`src/rtl/tetris_pkg.sv`:
```
// Shared types for the matrix-memory executors and the write-port arbiter.
package tetris;

    // Board coordinate: 5 bits per axis covers a 10x20 playfield with margin.
    typedef struct packed {
        logic [4:0] x;
        logic [4:0] y;
    } point_t;

    // 4x4 cell mask carried by every executor write transaction.
    typedef logic [3:0][3:0] cell_mask_t;

    // Write-port arbiter states.
    typedef enum logic [1:0] {
        eIDLE,
        eWrite,
        eWait,
        eDone
    } mm_write_arb_state_e;

endpackage

```
`src/rtl/mm_write_arbiter_rr.sv`:
```
// Combinational round-robin pick: the search starts just after the last winner
// and wraps, so each requester waits at most num_req_p-1 turns.
module rr_arbiter #(
    parameter int unsigned num_req_p = 3,
    localparam int unsigned idx_w_lp = $clog2(num_req_p)
) (
    input  logic [num_req_p-1:0] req_i,
    input  logic [idx_w_lp-1:0]  last_i,
    output logic [num_req_p-1:0] grant_o,
    output logic [idx_w_lp-1:0]  idx_o,
    output logic                 v_o
);

    int unsigned cand;

    // Scan last+1 .. last+num_req_p modulo num_req_p; the first set bit wins.
    always_comb begin
        grant_o = '0;
        idx_o   = '0;
        v_o     = 1'b0;
        cand    = 0;
        for (int unsigned k = 1; k <= num_req_p; k++) begin
            cand = (32'(last_i) + k) % num_req_p;
            if (!v_o && req_i[idx_w_lp'(cand)]) begin
                v_o                      = 1'b1;
                grant_o[idx_w_lp'(cand)] = 1'b1;
                idx_o                    = idx_w_lp'(cand);
            end
        end
    end

endmodule

```
`src/rtl/mm_write_arbiter.sv`:
```
// Shares the single matrix-memory write port among the write executors:
// one 4x4 transaction at a time, round-robin, with a watchdog on completion.
module mm_write_arbiter
    import tetris::*;
#(
    parameter int unsigned num_req_p = 3,
    parameter int unsigned timeout_p = 255
) (
    input  logic                          clk_i,
    input  logic                          reset_i,
    input  logic       [num_req_p-1:0]    req_v_i,
    input  point_t     [num_req_p-1:0]    req_addr_i,
    input  cell_mask_t [num_req_p-1:0]    req_data_i,
    output logic       [num_req_p-1:0]    grant_o,
    output logic       [num_req_p-1:0]    done_o,
    output logic                          busy_o,
    output logic                          timeout_o,
    output point_t                        mm_write_addr_o,
    output cell_mask_t                    mm_write_data_o,
    output logic                          mm_write_v_o,
    input  logic                          mm_is_ready_i
);

    localparam int unsigned idx_w_lp = $clog2(num_req_p);
    localparam int unsigned wd_w_lp  = $clog2(timeout_p + 1);
    // Expiry is detected in the last allowed eWait cycle so eDone lands at
    // exactly timeout_p eWait cycles.
    localparam logic [wd_w_lp-1:0] wd_last_lp = wd_w_lp'(timeout_p - 1);

    mm_write_arb_state_e   state_r, state_n;
    logic [idx_w_lp-1:0]   last_r;
    logic [idx_w_lp-1:0]   sel_r;
    point_t                addr_r;
    cell_mask_t            data_r;
    logic [wd_w_lp-1:0]    wd_cnt_r;
    logic                  timeout_r;

    logic [num_req_p-1:0]  arb_grant;
    logic [idx_w_lp-1:0]   arb_idx;
    logic                  arb_v;
    logic                  wd_expire;

    rr_arbiter #(
        .num_req_p (num_req_p)
    ) u_rr (
        .req_i   (req_v_i),
        .last_i  (last_r),
        .grant_o (arb_grant),
        .idx_o   (arb_idx),
        .v_o     (arb_v)
    );

    assign wd_expire = (state_r == eWait) && !mm_is_ready_i && (wd_cnt_r == wd_last_lp);

    // State register.
    always_ff @(posedge clk_i) begin
        if (reset_i) state_r <= eIDLE;
        else         state_r <= state_n;
    end

    // Next-state logic: ready is only honoured from eWait.
    always_comb begin
        state_n = state_r;
        unique case (state_r)
            eIDLE:   if (arb_v) state_n = eWrite;
            eWrite:  state_n = eWait;
            eWait:   if (mm_is_ready_i || wd_expire) state_n = eDone;
            eDone:   state_n = eIDLE;
            default: state_n = eIDLE;
        endcase
    end

    // Output decode: grant only while idle, done for the latched winner.
    always_comb begin
        grant_o      = '0;
        done_o       = '0;
        busy_o       = (state_r != eIDLE);
        mm_write_v_o = (state_r == eWrite);
        if (state_r == eIDLE) grant_o = arb_grant;
        if (state_r == eDone) done_o[sel_r] = 1'b1;
    end

    // Latch winner, address and mask on grant; they hold until the next grant.
    always_ff @(posedge clk_i) begin
        if (reset_i) begin
            last_r <= idx_w_lp'(num_req_p - 1);
            sel_r  <= '0;
            addr_r <= '0;
            data_r <= '0;
        end else if (state_r == eIDLE && arb_v) begin
            last_r <= arb_idx;
            sel_r  <= arb_idx;
            addr_r <= req_addr_i[arb_idx];
            data_r <= req_data_i[arb_idx];
        end
    end

    // Watchdog: cleared while entering eWait, counts every eWait cycle.
    always_ff @(posedge clk_i) begin
        if (reset_i)                wd_cnt_r <= '0;
        else if (state_r == eWrite) wd_cnt_r <= '0;
        else if (state_r == eWait)  wd_cnt_r <= wd_cnt_r + 1'b1;
    end

    // Sticky timeout flag, cleared only by reset.
    always_ff @(posedge clk_i) begin
        if (reset_i)        timeout_r <= 1'b0;
        else if (wd_expire) timeout_r <= 1'b1;
    end

    assign timeout_o       = timeout_r;
    assign mm_write_addr_o = addr_r;
    assign mm_write_data_o = data_r;

endmodule

```
`config.mk`:
```
export PLATFORM = sky130hd
export DESIGN_NAME = mm_write_arbiter
export DESIGN_NICKNAME = d
export VERILOG_FILES = /design/src/rtl/tetris_pkg.sv /design/src/rtl/mm_write_arbiter_rr.sv /design/src/rtl/mm_write_arbiter.sv
export SDC_FILE = /design/constraint.sdc
export NUM_CORES = 1
export LEC_CHECK = 0
export BUFFER_PORTS_ARGS = -buffer_cell sky130_fd_sc_hd__buf_2
export CORE_MARGIN = 2
export CORE_UTILIZATION = 30
export DETAILED_ROUTE_END_ITERATION = 12
export GPL_ROUTABILITY_DRIVEN = 0
export SYNTH_ARGS = -nofsm -noshare
export SYNTH_HDL_FRONTEND = slang
export SYNTH_HIERARCHICAL = 1
export SYNTH_SLANG_ARGS = --single-unit
```
`constraint.sdc`:
```
create_clock -name clk_i -period 2.8 [get_ports clk_i]
set_input_delay 0.56 -clock clk_i [delete_from_list [all_inputs] [get_ports clk_i]]
set_output_delay 0.56 -clock clk_i [all_outputs]
set_load 0.02 [all_outputs]
```
=== Yosys cells after proc, flatten, opt, wreduce, memory -nomap -nowiden ===
Index checks and enable logic that the tools add are counted.

* Flip-flop bits (word level): 41
* Output and inout bits: 35

* Add/sub/neg operators: 4
* Divide/modulo/power cells: 3
* Magnitude comparators: 9
* Eq/ne operators: 6
* Mux-type cells: 32
* Bitwise operators: 2
* Reductions and logical operators: 17

{| class="wikitable"
|+ Operator list
! kind !! count
|-
| $mod A32 B2 Y32 const B || 3
|-
| $bmux W16 S2 || 1
|-
| $bmux W10 S2 || 1
|-
| $mux W16 || 1
|-
| $lt A2 B3 Y1 const B || 5
|-
| $mux W3 || 5
|-
| $mux W1 || 10
|-
| $mux W10 || 1
|-
| $mux W2 || 5
|-
| $logic_and A1 B1 Y1 || 9
|-
| $add A8 B1 Y8 const B || 1
|-
| $demux W1 S2 || 4
|-
| $eq A8 B8 Y1 const B || 1
|-
| $ge A2 B1 Y1 const B || 4
|-
| $pmux W2 S4 || 1
|-
| $add A2 B2 Y3 const B || 2
|-
| $bmux W1 S2 || 3
|-
| $or A3 B3 Y3 || 2
|-
| $eq A2 B2 Y1 const B || 2
|-
| $add A2 B1 Y3 const B || 1
|-
| $logic_not A1 Y1 || 3
|-
| $eq A2 B1 Y1 const B || 1
|-
| $logic_not A2 Y1 || 1
|-
| $ne A2 B1 Y1 const B || 1
|-
| other kinds (5) || 5
|}

=== Depth between registers and ports, before layout ===
* Depth after elaboration: 13
* Gate-level depth with buffers: 13
* Gate-level depth less buffers: 9

=== Hierarchy ===
The synthesis kept the hierarchy.

{| class="wikitable"
|+ By module, submodules not included
! module !! times used !! cells an instance !! area an instance (um^2) !! sequential area each (um^2)
|-
| mm_write_arbiter || 1 || 236 || 2103.3 || 800.8
|-
| rr_arbiter || 1 || 41 || 297.8 || 0.0
|}

=== Least setup slack after synthesis ===
OpenSTA, ideal clock, no wires.

* Kind: register -> register
* Start: reg last_r[0]
* End: reg addr_r (netlist bit mm_write_addr_o[4])
* Arrival time: 2190 ps
* Data required time: 2667 ps
* Slack: 478 ps
* Cell stages (with the launch flop): 11
* Buffers on the path: 2
* Path through: dfxtp_1 inv_1 ha_1 mux2i_1 o21ai_2 o31ai_1 buf_4 buf_4 mux2i_1 a2bb2oi_1 a21oi_1

* Longest elaborated chain between the ends: 13
* Elaborated cells on any way between the ends: 25
* Those cells by class: 3 x add/sub; 3 x div; 14 x mux; 5 x reduce/logical

{| class="wikitable"
|+ Ends and longest elaborated chain
! element !! line !! RTL
|-
| start: declaration || mm_write_arbiter.sv:31 || <nowiki>logic [idx_w_lp-1:0] last_r;</nowiki>
|-
| start signal: assignment || mm_write_arbiter.sv:86 || <nowiki>last_r <= idx_w_lp'(num_req_p - 1);</nowiki>
|-
| start signal: assignment || mm_write_arbiter.sv:91 || <nowiki>last_r <= arb_idx;</nowiki>
|-
| $add A2 B1 Y3 || mm_write_arbiter_rr.sv:23 || <nowiki>cand = (32'(last_i) + k) % num_req_p;</nowiki>
|-
| $mod A32 B2 Y32 || mm_write_arbiter_rr.sv:23 ||
|-
| $bmux W1 S2 || mm_write_arbiter_rr.sv:24 || <nowiki>if (!v_o && req_i[idx_w_lp'(cand)]) begin</nowiki>
|-
| $mux W1 (implied by the code) || mm_write_arbiter_rr.sv:24 ||
|-
| $mux W1 || mm_write_arbiter_rr.sv:24 ||
|-
| $logic_not A1 Y1 || mm_write_arbiter_rr.sv:24 ||
|-
| $logic_and A1 B1 Y1 || mm_write_arbiter_rr.sv:24 ||
|-
| $mux W1 || mm_write_arbiter_rr.sv:24 ||
|-
| $logic_not A1 Y1 || mm_write_arbiter_rr.sv:24 ||
|-
| $logic_and A1 B1 Y1 || mm_write_arbiter_rr.sv:24 ||
|-
| $mux W2 (*) || mm_write_arbiter_rr.sv:24 ||
|-
| via arb_idx[1] || mm_write_arbiter.sv:39 || <nowiki>logic [idx_w_lp-1:0] arb_idx;</nowiki>
|-
| $bmux W10 S2 (*) || mm_write_arbiter.sv:93 || <nowiki>addr_r <= req_addr_i[arb_idx];</nowiki>
|-
| $mux W10 (implied by the code) (*) || mm_write_arbiter.sv:93 ||
|-
| end signal: assignment || mm_write_arbiter.sv:93 ||
|-
| end: declaration || mm_write_arbiter.sv:33 || <nowiki>point_t addr_r;</nowiki>
|}

Mark *: on every way through the listed nets, which the timed path passes. The rest lies on a longest branch. The select of a mux whose other input is x is not followed.
A chain may end at the register's enable or synchronous reset.

=== Final worst setup path ===
* Start: reg last_r[0]
* End: out grant_o[2]

* Longest elaborated chain between the ends: 12
* Elaborated cells on any way between the ends: 39
* Those cells by class: 3 x add/sub; 3 x div; 6 x order compare; 18 x mux; 2 x bitwise; 7 x reduce/logical

{| class="wikitable"
|+ Ends and longest elaborated chain
! element !! line !! RTL
|-
| $add A2 B1 Y3 || mm_write_arbiter_rr.sv:23 ||
|-
| $mod A32 B2 Y32 || mm_write_arbiter_rr.sv:23 ||
|-
| $lt A2 B3 Y1 (implied by the code), or another cell as far along || mm_write_arbiter_rr.sv:26 || <nowiki>grant_o[idx_w_lp'(cand)] = 1'b1;</nowiki>
|-
| $logic_and A1 B1 Y1 (implied by the code) / $mux W1 (equally long branches) || mm_write_arbiter_rr.sv:26, mm_write_arbiter_rr.sv:24 ||
|-
| $mux W1 (on tied branches) || mm_write_arbiter_rr.sv:26, mm_write_arbiter_rr.sv:24 ||
|-
| $demux W1 S2 / $logic_not A1 Y1 (equally long branches) || -- ||
|-
| $mux W3 / $logic_and A1 B1 Y1 (equally long branches) || mm_write_arbiter_rr.sv:24 ||
|-
| $or A3 B3 Y3 (no source line) / $mux W1 (equally long branches) || -- ||
|-
| $mux W3 / $logic_not A1 Y1 (equally long branches) || mm_write_arbiter_rr.sv:24 ||
|-
| $or A3 B3 Y3 (no source line) / $logic_and A1 B1 Y1 (equally long branches) || -- ||
|-
| $mux W3 (*) || mm_write_arbiter_rr.sv:24 ||
|-
| via arb_grant[2] || mm_write_arbiter.sv:38 || <nowiki>logic [num_req_p-1:0] arb_grant;</nowiki>
|-
| $mux W3 (*) || mm_write_arbiter.sv:79 || <nowiki>if (state_r == eIDLE) grant_o = arb_grant;</nowiki>
|-
| end: declaration || mm_write_arbiter.sv:14 || <nowiki>output logic [num_req_p-1:0] grant_o,</nowiki>
|}

Marks and branches as above.

==> run metrics <==
switching share of power=45.6%; Min Hold Slack=slightly below 0.5 ns; Cell Pwr Density=between 1000 and 1500 mW/mm^2; first-pass GRT wire length=10,700 um; synthesized area per cell=8.67 um^2; Tot Pwr=3.89 mW; Reg power frac=between 20 and 25%; global route hottest layer=met2; synthesized net count=371; Placement Setup Slack=-0.0172 ns; final hold vios=0; Final WS setup=between 0.09 and 0.1 ns; crit path time final=2.70 ns; required time worst endpoint=between 2 and 2.5 ns; Primary FF master, synth=dfxtp_1; Post-CTS Setup Bufs=0; Site Rows=32; Max Buffers Root-to-Sink=2; met2 GRT Util=26.7%; Hold Path Origin=timeout_o; Port-buffer cells=118; GRT Overall Usage=15.1%; Clock Sink Count=40; Distinct cells, synth=44; largest family of logic cells by synthesized area=compound AO/OA/AOI/OAI gates; Lkg Pwr=1.48 nW; combinational share of power=65.2%; commonest cells after routing, fill and taps aside=118 x buf_2, 40 x dfxtp_1, 35 x a21oi_1; 1st-pass router iterations=4; DR iter-0 viols=48; met3 Usage GRT=3.22%; Cell Count Post-Placement=484; largest net degree at the start of global routing=31; vias in the first global route=2,322; CTS root buf=clkbuf_8; multiplexer share of the synthesized area=12.5%; mapped cell area=about 0.0024 mm^2; share of the synthesized area in the top cell type=between 30 and 40%; flops & latches, synth=40; final net count=roughly 480; hpwl dp=about 5000 um; Hold Path Class=reg2reg; Syn-to-layout area delta=34.7%; simple-gate portion of the synthesized area=12.4%; status=finished, final reports clean; Clk network pwr share=between 10% and 20%; drt via density=around 5; area leader, netlist=dfxtp_1; Slew @ Worst Pin=0.628 ns; Synth Area in Compound Gates=29.2%; XOR/XNOR Fraction of Synth Area=under 10%; Die H=93.5 um; number of synthesized flops with an enable pin=0; internal power=2.11 mW; post-synthesis sequential area ratio=about 33%; initial antenna violation count=0; Max Cap Violations=0; Worst Setup SP=last_r[0]; asr flop ratio synth=0%; clock skew=0.00856 ns; peak supply drop=0.000474 V; global route total overflow=0; DR WL/cell=13.6 um; commonest non-fill, non-tap cell in the layout=buf_2; post-synthesis cell count=277; fraction of layout cells with a size suffix above 1=37.7%; crit path kind=reg2out; met1 Usage GRT=18.4%; core box area=approximately 0.0077 mm^2; critical path fanouts, max=12; Worst Path Arrival=2.14 ns; H-tree levels=2; Num CTS Buffers=5; CP Capture Type=primary output; Horiz. Die Dim=93.5 um; I/O Pins=between 100 and 150; Post-route DRC=0; DR vias=2,396; total wire length=6680 um; Ys Warns=6; Max Fclk=0.370 GHz; NetSw=1.77 mW; Slew Limit Fails=0; final period utilization=96.5%; DRT antenna net count=0; Non-Filler Instances=between 400 and 500; die footprint=0.00873 mm^2; Fillers=799; CTS tree=done; crit path launch type=register; Inserted Diodes=0; Total Neg Setup Slack=0 ns; Rel. slew slack=58.0%; reg2reg start=last_r[0]; insertion delay to the later sink of the worst-skew pair=around 0.30 ns; Initial Utilization=31.1%; final setup violating endpoints=0; adder-cell share of the synthesized area=5.21%; Clock transition at path regs=0.08 ns; Synth area leaders=dfxtp_1 33%, mux2i_1 13%, a2bb2oi_1 9.5%, a21oi_1 7.3%, o21ai_0 6.0%
layout make-up:
class	instances	area, um^2	share of cell area [%]
Tap cell	102	128	3.95
Multi-Input combinational cell	206	1490	46.2
Clock inverter	3	46.3	1.43
Clock buffer	5	68.8	2.13
Sequential cell	40	801	24.8
Inverter	11	41.3	1.28
Timing Repair Buffer	125	656	20.3
synthesized netlist by cell type (all sizes together) (3+ instances only):
cell type,count
and2,5
nor2b,4
o31ai,3
dfxtp,40
a2bb2oi,26
nand2,17
inv,11
o21ai,32
ha,10
nor2,8
o22ai,3
nand2b,3
clkbuf,7
mux2i,30
a31oi,3
nand4,4
buf,13
a21oi,35
stage by stage:
stage	area (um^2)	util, %
floorplan	2400	-
global placement	3100	40.1
detailed placement	3100	40.1
CTS	3220	41.7
global route	3230	41.9
finish	3230	41.9
critical path, cell delays in order (launching register included):
cell and delay (ns):
dfxtp_1 0.34, inv_1 0.06, ha_2 0.44, mux2i_2 0.30, o21ai_4 0.13, nand2b_1 0.17, o21ai_1 0.13, and2_1 0.13
buf_2 0.15
sequential cells by signal, summed over array words and instances (netlist names):
name,count
sel_r,1
mm_write_data_o,16
last_r,2
mm_write_addr_o,10
state_r,2
timeout_o,1
wd_cnt_r,8
logic make-up (layout without fill, tap and decap cells):
kind of cell / after synthesis / count (layout)
flip-flops: 40 / 40
AND/OR/NAND/NOR: 54 / 54
adder cells (fa/ha/maj): 10 / 10
AO/OA/AOI/OAI: 109 / 109
multiplexers: 30 / 30
buffers and inverters: 31 / 144
XOR/XNOR: 3 / 3
routing by layer:
| metal | share of wire (%) | vias to the layer above |
|---|---|---|
| li1 | - | 1242 |
| met1 | 42 | 1082 |
| met2 | 51 | 67 |
| met3 | 6.1 | 5 |
| met4 | 0.70 | 0 |
| met5 | 0 | - |
worst paths after layout:
path / end / slack [ns] / depth (start not counted)
max reg2reg: mm_write_data_o[14] / 0.23 / 9
max: grant_o[2] / 0.1 / 8
min: timeout_o / 0.48 / 2
min reg2reg: timeout_o / 0.48 / 2
repair_timing:
item | CTS | global route
hold buffers | 0 | 0
pin swaps | 0 | 0
setup endpoints to repair | 14 | 17
resized for setup | 1 | 3
power by group through the flow:
stage / registers [mW] / logic (mW) / clock network [mW]
2_1_floorplan: 1.04 / 1.74 / 0
3_3_place_gp: 0.874 / 2.47 / 0
3_5_place_dp: 0.874 / 2.53 / 0
4_1_cts: 0.864 / 2.54 / 0.506
5_1_grt: 0.891 / 2.80 / 0.532
6_report: 0.864 / 2.53 / 0.488
No activity file was read; power rests on OpenSTA's default activity.
